--- src/rtl/spi_cmd_decoder.sv ---
// spi_cmd_decoder: turns 40-bit SPI packets into single-word parameter-memory transactions. Optional STATS op: SPI_CMD_STATS_EN.
// Latency: mem_req rises 1 cycle after in_valid; read data appears in out_packet 1 cycle after mem_rvalid.
// Backpressure: none upstream; a packet arriving while a transaction is in flight is dropped and flagged as overrun.
module spi_cmd_decoder #(
    parameter int ADDR_WIDTH = 12,
    parameter int DATA_WIDTH = 24
) (
    input  logic                                clk,
    input  logic                                reset_n,
    input  logic                                in_valid,
    input  logic [4+ADDR_WIDTH+DATA_WIDTH-1:0]  in_packet,
    output logic [4+ADDR_WIDTH+DATA_WIDTH-1:0]  out_packet,
    output logic                                mem_req,
    output logic                                mem_we,
    output logic [ADDR_WIDTH-1:0]               mem_addr,
    output logic [DATA_WIDTH-1:0]               mem_wdata,
    input  logic                                mem_ready,
    input  logic                                mem_rvalid,
    input  logic [DATA_WIDTH-1:0]               mem_rdata
);

    localparam logic [3:0] OP_NOP     = 4'h0;
    localparam logic [3:0] OP_WRITE   = 4'h1;
    localparam logic [3:0] OP_READ    = 4'h2;
    localparam logic [3:0] OP_WR_INC  = 4'h3;
    localparam logic [3:0] OP_RD_INC  = 4'h4;
    localparam logic [3:0] OP_SET_PTR = 4'h5;
    localparam logic [3:0] OP_CLR     = 4'hE;
`ifdef SPI_CMD_STATS_EN
    localparam logic [3:0] OP_STATS   = 4'hF;
`endif

    typedef struct packed {
        logic [3:0]            op;
        logic [ADDR_WIDTH-1:0] addr;
        logic [DATA_WIDTH-1:0] data;
    } pkt_t;

    typedef enum logic [1:0] {
        IDLE   = 2'd0,
        REQ    = 2'd1,
        RDWAIT = 2'd2
    } state_t;

    pkt_t   pkt;
    state_t state, state_nxt;

    logic accept, drop, grant, rd_done;
    logic op_mem, op_wr, op_ptr, op_setp, op_clr, op_ill;
`ifdef SPI_CMD_STATS_EN
    logic op_stats;
    logic [11:0] pkt_cnt, ovr_cnt;
`endif

    logic [ADDR_WIDTH-1:0] ptr;
    logic [ADDR_WIDTH-1:0] rd_addr;
    logic [DATA_WIDTH-1:0] rd_data;
    logic                  inc_pend, ovr_flag, ill_flag, rdv;

    assign pkt = in_packet;

    always_ff @(posedge clk or negedge reset_n) begin
        if (!reset_n) state <= IDLE;
        else          state <= state_nxt;
    end

    always_comb begin
        state_nxt = state;
        accept    = 1'b0;
        drop      = 1'b0;
        grant     = 1'b0;
        rd_done   = 1'b0;
        op_mem    = 1'b0;
        op_wr     = 1'b0;
        op_ptr    = 1'b0;
        op_setp   = 1'b0;
        op_clr    = 1'b0;
        op_ill    = 1'b0;
`ifdef SPI_CMD_STATS_EN
        op_stats  = 1'b0;
`endif
        case (pkt.op)
            OP_NOP:     ;
            OP_WRITE:   begin op_mem = 1'b1; op_wr = 1'b1; end
            OP_READ:    op_mem = 1'b1;
            OP_WR_INC:  begin op_mem = 1'b1; op_wr = 1'b1; op_ptr = 1'b1; end
            OP_RD_INC:  begin op_mem = 1'b1; op_ptr = 1'b1; end
            OP_SET_PTR: op_setp = 1'b1;
            OP_CLR:     op_clr = 1'b1;
`ifdef SPI_CMD_STATS_EN
            OP_STATS:   op_stats = 1'b1;
`endif
            default:    op_ill = 1'b1;
        endcase

        // Packets are only accepted in IDLE; anything else, including the completion cycle, is an overrun.
        case (state)
            IDLE: begin
                if (in_valid) begin
                    accept = 1'b1;
                    if (op_mem) state_nxt = REQ;
                end
            end
            REQ: begin
                drop = in_valid;
                if (mem_ready) begin
                    grant     = 1'b1;
                    state_nxt = mem_we ? IDLE : RDWAIT;
                end
            end
            RDWAIT: begin
                drop = in_valid;
                if (mem_rvalid) begin
                    rd_done   = 1'b1;
                    state_nxt = IDLE;
                end
            end
            default: state_nxt = IDLE;
        endcase
    end

    assign mem_req    = (state == REQ);
    assign out_packet = {ovr_flag, ill_flag, state != IDLE, rdv, rd_addr, rd_data};

    always_ff @(posedge clk or negedge reset_n) begin
        if (!reset_n) begin
            ptr       <= '0;
            mem_we    <= 1'b0;
            mem_addr  <= '0;
            mem_wdata <= '0;
            inc_pend  <= 1'b0;
            ovr_flag  <= 1'b0;
            ill_flag  <= 1'b0;
            rdv       <= 1'b0;
            rd_addr   <= '0;
            rd_data   <= '0;
        end else begin
            // A flag raised in the same cycle as CLR_STATUS survives the clear.
            ovr_flag <= drop | (ovr_flag & ~(accept & op_clr));
            ill_flag <= (accept & op_ill) | (ill_flag & ~(accept & op_clr));
            if (accept && op_mem) begin
                mem_we    <= op_wr;
                mem_addr  <= op_ptr ? ptr : pkt.addr;
                mem_wdata <= pkt.data;
                inc_pend  <= op_ptr;
                rdv       <= 1'b0;
            end
            if (accept && op_setp) ptr <= pkt.addr;
            if (grant && inc_pend) ptr <= ptr + ADDR_WIDTH'(1);
            if (rd_done) begin
                rdv     <= 1'b1;
                rd_addr <= mem_addr;
                rd_data <= mem_rdata;
            end
`ifdef SPI_CMD_STATS_EN
            if (accept && op_stats) begin
                rdv     <= 1'b0;
                rd_addr <= '0;
                rd_data <= DATA_WIDTH'({pkt_cnt, ovr_cnt});
            end
`endif
        end
    end

`ifdef SPI_CMD_STATS_EN
    // STATS reports the count before its own packet is added.
    always_ff @(posedge clk or negedge reset_n) begin
        if (!reset_n) begin
            pkt_cnt <= '0;
            ovr_cnt <= '0;
        end else if (accept && op_clr) begin
            pkt_cnt <= '0;
            ovr_cnt <= '0;
        end else begin
            if (accept && pkt_cnt != 12'hFFF) pkt_cnt <= pkt_cnt + 12'd1;
            if (drop && ovr_cnt != 12'hFFF)   ovr_cnt <= ovr_cnt + 12'd1;
        end
    end
`endif

endmodule

--- config.mk ---
export PLATFORM = sky130hd
export DESIGN_NAME = spi_cmd_decoder
export DESIGN_NICKNAME = d
export VERILOG_FILES = /design/src/rtl/spi_cmd_decoder.sv
export SDC_FILE = /design/constraint.sdc
export NUM_CORES = 1
export LEC_CHECK = 0
export CAP_MARGIN = 20
export CORE_MARGIN = 3
export CORE_UTILIZATION = 48
export DETAILED_ROUTE_END_ITERATION = 7
export HOLD_SLACK_MARGIN = 0.03
export PLACE_DENSITY_LB_ADDON = 0.08
export SLEW_MARGIN = 25
export SYNTH_ARGS = -nofsm -noshare
export SYNTH_HDL_FRONTEND = slang
export SYNTH_SLANG_ARGS = --single-unit
--- constraint.sdc ---
create_clock -name clk -period 4.4 [get_ports clk]
set_input_delay 1.32 -clock clk [delete_from_list [all_inputs] [get_ports clk]]
set_output_delay 1.32 -clock clk [all_outputs]
set_load 0.01 [all_outputs]
### Word-level counts from Yosys, hierarchy flattened

Cells that the tools add are included.

| cells by class | value |
|---|---|
| add/subtract/negate cells | 1 |
| equal/unequal tests | 12 |
| mux-type cells | 24 |
| bitwise logic cells | 7 |
| reductions and logical operators | 14 |

Operators with widths:

| cell | number |
|---|---|
| $mux W12 | 3 |
| $mux W1 | 15 |
| $add A12 B1 Y12 const B | 1 |
| $mux W2 | 5 |
| $eq A4 B2 Y1 const B | 2 |
| $eq A4 B3 Y1 const B | 2 |
| $reduce_or A7 Y1 | 1 |
| $ne A2 B2 Y1 const B | 3 |
| $pmux W2 S3 | 1 |
| $reduce_bool A2 Y1 | 3 |
| $reduce_or A2 Y1 | 3 |
| $and A1 B1 Y1 | 4 |
| $eq A4 B1 Y1 const B | 1 |
| $eq A4 B4 Y1 const B | 1 |
| $logic_not A4 Y1 | 1 |
| $reduce_and A4 Y1 | 1 |
| $reduce_or A4 Y1 | 1 |
| $logic_and A1 B1 Y1 | 3 |
| $eq A2 B1 Y1 const B | 1 |
| $eq A2 B2 Y1 const B | 1 |
| $logic_not A2 Y1 | 1 |
| $ne A2 B1 Y1 const B | 1 |
| $or A1 B1 Y1 | 2 |
| $not A1 Y1 | 1 |

| storage, ports and cells | value |
|---|---|
| bits in registers | 91 |
| bits of input ports | 69 |
| logic and storage cells | 69 |

### Depth between registers and ports, before layout

| depth | value |
|---|---|
| word-level depth | 6 |
| mapped depth | 7 |
| gate-level depth less buffers | 6 |

### Worst setup path after synthesis

Ideal clock, no wire load.

| path | value |
|---|---|
| path kind | input -> register |
| from | in in_valid |
| to | reg mem_wdata[10] |
| setup time | 125 ps |
| arrival | 2440 ps |
| setup slack | 1835 ps |
| cell stages on the path | 4 |
| cells stage by stage | nand2_1 nor4b_4 buf_4 mux2_2 |

| between the ends | value |
|---|---|
| cells in the longest elaborated chain, start to end | 3 |

Ends and longest elaborated chain:

| what | line | source |
|---|---|---|
| from (decl) | 10 | `input logic in_valid,` |
| $mux W1 | 99 | `if (in_valid) begin` |
| $mux W1 | 97 | `case (state)` |
| $logic_and A1 B1 Y1 | 141 | `if (accept && op_mem) begin` |
| to (signal assigned) | 144 | `mem_wdata <= pkt.data;` |
| to (decl) | 16 | `output logic [DATA_WIDTH-1:0] mem_wdata,` |

No other way between the ends.
A chain may end at the register's enable or synchronous reset.

### Worst setup path after layout

| path | value |
|---|---|
| from | in in_packet[36] |
| to | reg mem_wdata[1] |

| between the ends | value |
|---|---|
| cells in the longest elaborated chain, start to end | 4 |
| elaborated cells between the ends (all ways) | 7 |

Ends and longest elaborated chain:

| what | line | source |
|---|---|---|
| from (decl) | 11 | `input logic [4+ADDR_WIDTH+DATA_WIDTH-1:0] in_packet,` |
| $eq A4 B3 Y1 (tied with other cells) | 82 | `case (pkt.op)` |
| $reduce_or A4 Y1 (no source line) (*) | - |  |
| $mux W1 (*) | 82 |  |
| $logic_and A1 B1 Y1 (*) | 141 |  |

Every way passes the cells marked *; elsewhere a longest branch is shown, timed or not.

==> impl_metrics.env <==
export IMPL_status="completed"
export IMPL_route_antenna_remaining_nets=0
export IMPL_end_kind="flop"
export IMPL_fin_crit_ns=3.12
export IMPL_die_h_um=97.7
export IMPL_fin_setup_tns_ns=0
export IMPL_overflow=0
export IMPL_avgViaCountPerCell=5.23
export IMPL_hpwl_mm=6.64
export IMPL_setup_viol=0
export IMPL_cp_required_ns=4.63
export IMPL_min_delay_start="ill_flag$_DFF_PN0_"
export IMPL_cts_sinks=91
export IMPL_drc=0
export IMPL_grt_usage_pct=19.6
export IMPL_vias=2879
export IMPL_syn_nets=377
export IMPL_swShare_pct=31.5
export IMPL_synth_warnings=0
export IMPL_cts_resized=0
export IMPL_hold_ws_ns=0.501
export IMPL_hold_viol_final=0
export IMPL_io_pins=147
export IMPL_slew_headroom_pct=46.7
export IMPL_fin_skew_ns=0.0132
export IMPL_grt_pass1_wl_mm=15.1
export IMPL_grt_setup_unrepaired="no"
export IMPL_reg2reg_depth=6
export IMPL_nets=517
export IMPL_coreArea_um2=7930
export IMPL_slew_viol_final=0
export IMPL_dieArea_um2=9550
export IMPL_timing_final_crit_share_pct=70.8
export IMPL_drt_wl_total_mm=9.20
export IMPL_path_clk_slew_ns=0.09
export IMPL_n_antenna_cell=0
export IMPL_cts_hold_buf=0
export IMPL_gp_congestion=0.853
export IMPL_p_switching_uw=1200
export IMPL_clockBufferDepth=2
export IMPL_numCtsBuffers=9
export IMPL_final_core_util_pct=72.3
export IMPL_die_w_um=97.7
export IMPL_layout_commonest_cell="clkdlybuf4s50_1"
export IMPL_peakVddDrop_v=0.000314
export IMPL_p_int_uw=2620
export IMPL_yosysSeqAreaShare_pct=56.4
export IMPL_drtPass1Iterations=4
export IMPL_first_iter_violations=67
export IMPL_post_drt_wl_per_cell_um=16.7
export IMPL_sequentialPowerShare_pct=39.8
export IMPL_syn_inst=303
export IMPL_ys_flop_type="dfrtp_1"
export IMPL_combPwrFrac_pct=43.7
export IMPL_rr_endpoint="mem_wdata[1]$_DFFE_PN0P_"
export IMPL_ys_ff_latch=91
export IMPL_mostFrequentLayoutCells="clkdlybuf4s50_1, dfrtp_1, mux2_2, nor2_1, mux2i_1"
export IMPL_ys_types=41
export IMPL_cap_violations=0
export IMPL_p_clk_share_pct=16.5
export IMPL_h_tree_depth=3
export IMPL_worst_path_max_fanout=51
export IMPL_tightest_slew_ns=0.800
export IMPL_syn_avg_cell_area_um2=13.3
export IMPL_area_delta_synth_final_pct=41.8
export IMPL_max_freq_ghz=0.321
export IMPL_grt_max_degree=92
export IMPL_fin_area_um2=5730
export IMPL_worst_hold_path_num_cells=1
export IMPL_initial_core_util_pct=51.0
export IMPL_critPathKind="input port to flop"
export IMPL_hold_path_end="ill_flag$_DFF_PN0_"
export IMPL_hold_path_class="flop to flop"
export IMPL_wl_met1_mm=4.08
export IMPL_rows=32
export IMPL_top_layer="met4"
export IMPL_r2r_slack_ns=2.10
export IMPL_grt_pass1_vias=2908
export IMPL_syn_cell_area_um2=4040
export IMPL_placed_cell_area_um2=5500
export IMPL_wl_met2_mm=4.57
export IMPL_dr_wl_met3_um=458
export IMPL_cts_tree="done"
export IMPL_crit_path_start_kind="input port"
export IMPL_cts_root_buffer="clkbuf_8"
export IMPL_portBuffers=146
export IMPL_ys_async_sr_fraction_pct=100
export IMPL_layout_drive_gt1_share_pct=23.0
export IMPL_worstPathArrival_ns=3.35
export IMPL_clkLatencyLatePin_ns=0.35
export IMPL_synth_edf_count=0
export IMPL_powerDensity_nw_per_um2=667
export IMPL_r2r_start="state[1]$_DFFE_PN0P_"
export IMPL_antenna_found_initial=0
export IMPL_p_leak_uw=0.00234
export IMPL_cts_setup_buffers=0
-- how the worst max path moves through the flow --
stage	start	endpoint	slack (ns)	cells past startpoint
2_1_floorplan	in_valid	mem_wdata[10]$_DFFE_PN0P_	1.84	4
3_3_place_gp	in_valid	mem_wdata[16]$_DFFE_PN0P_	1.02	5
3_5_place_dp	in_packet[36]	mem_wdata[11]$_DFFE_PN0P_	0.93	5
4_1_cts	in_packet[36]	mem_wdata[1]$_DFFE_PN0P_	1.29	5
5_1_grt	in_packet[36]	mem_wdata[12]$_DFFE_PN0P_	1.14	5
6_report	in_packet[36]	mem_wdata[1]$_DFFE_PN0P_	1.28	5
-- per-stage QoR --
step | worst slack [ns] | std cells | total power, uW
after global placement | 1.02 | 534 | 3170
after global routing | 1.14 | 550 | 4050
after CTS | 1.29 | 550 | 3870
after floorplan | 1.84 | 303 | 2280
final | 1.28 | 550 | 3820
after detailed placement | 0.935 | 534 | 3230
-- critical path, cell delays in order --
cell	delay [ns]
clkdlybuf4s50_1	0.51
o21ai_0	0.29
nor4b_4	0.24
buf_4	0.56
mux2_2	0.41
-- synthesized netlist by cell type (all sizes together) (2+ instances only) --
library cell,count,area [um2]
dfrtp,91,2280
mux2,62,698
a21oi,24,169
nor2,18,67.6
mux2i,14,140
nand3,12,60.1
buf,11,101
nand2,9,33.8
o221a,9,101
clkbuf,8,41.3
inv,6,22.5
o21ai,6,30.0
and3,5,31.3
ha,5,62.6
and4,2,17.5
nand2b,2,12.5
nand4,2,12.5
o22a,2,17.5
-- state kept, by name (all words and copies together), names as in the netlist --
register	count
rd_addr	12
mem_wdata	24
inc_pend	1
state	2
mem_we	1
ovr_flag	1
ill_flag	1
rd_data	24
rdv	1
mem_addr	12
ptr	12
-- power groups by stage --
stage                     logic [uW]  registers, uW  clock network (uW)
after global placement          1660           1510                   0
final                           1670           1520                 630
after CTS                       1700           1520                 647
after global routing            1780           1590                 680
after detailed placement        1700           1540                   0
after floorplan                  629           1650                   0
-- per-layer routing --
layer  global-route usage, %  vias up
li1                        -     1375
met1                    25.5     1399
met2                    33.4       97
met3                    4.50        8
met4                    4.79        0
met5                       0        -
-- final cells by class --
cell class              instances  area (um2)
multi-input cells             187        1600
flip-flops and latches         91        2280
clock buffers                  10         138
well taps                     102         128
repair buffers                148        1480
fillers                       584        2200
inverters                       6        22.5
clock inverters                 6        87.6
-- kinds of logic after synthesis --
group	after synthesis	synth area share, %
mux	76	20.7
fa+ha+maj	5	1.55
buf+inv	25	4.09
compound gates	45	8.64
flops	91	56.4
simple gates	61	8.61
No activity file was read; power rests on OpenSTA's default activity.
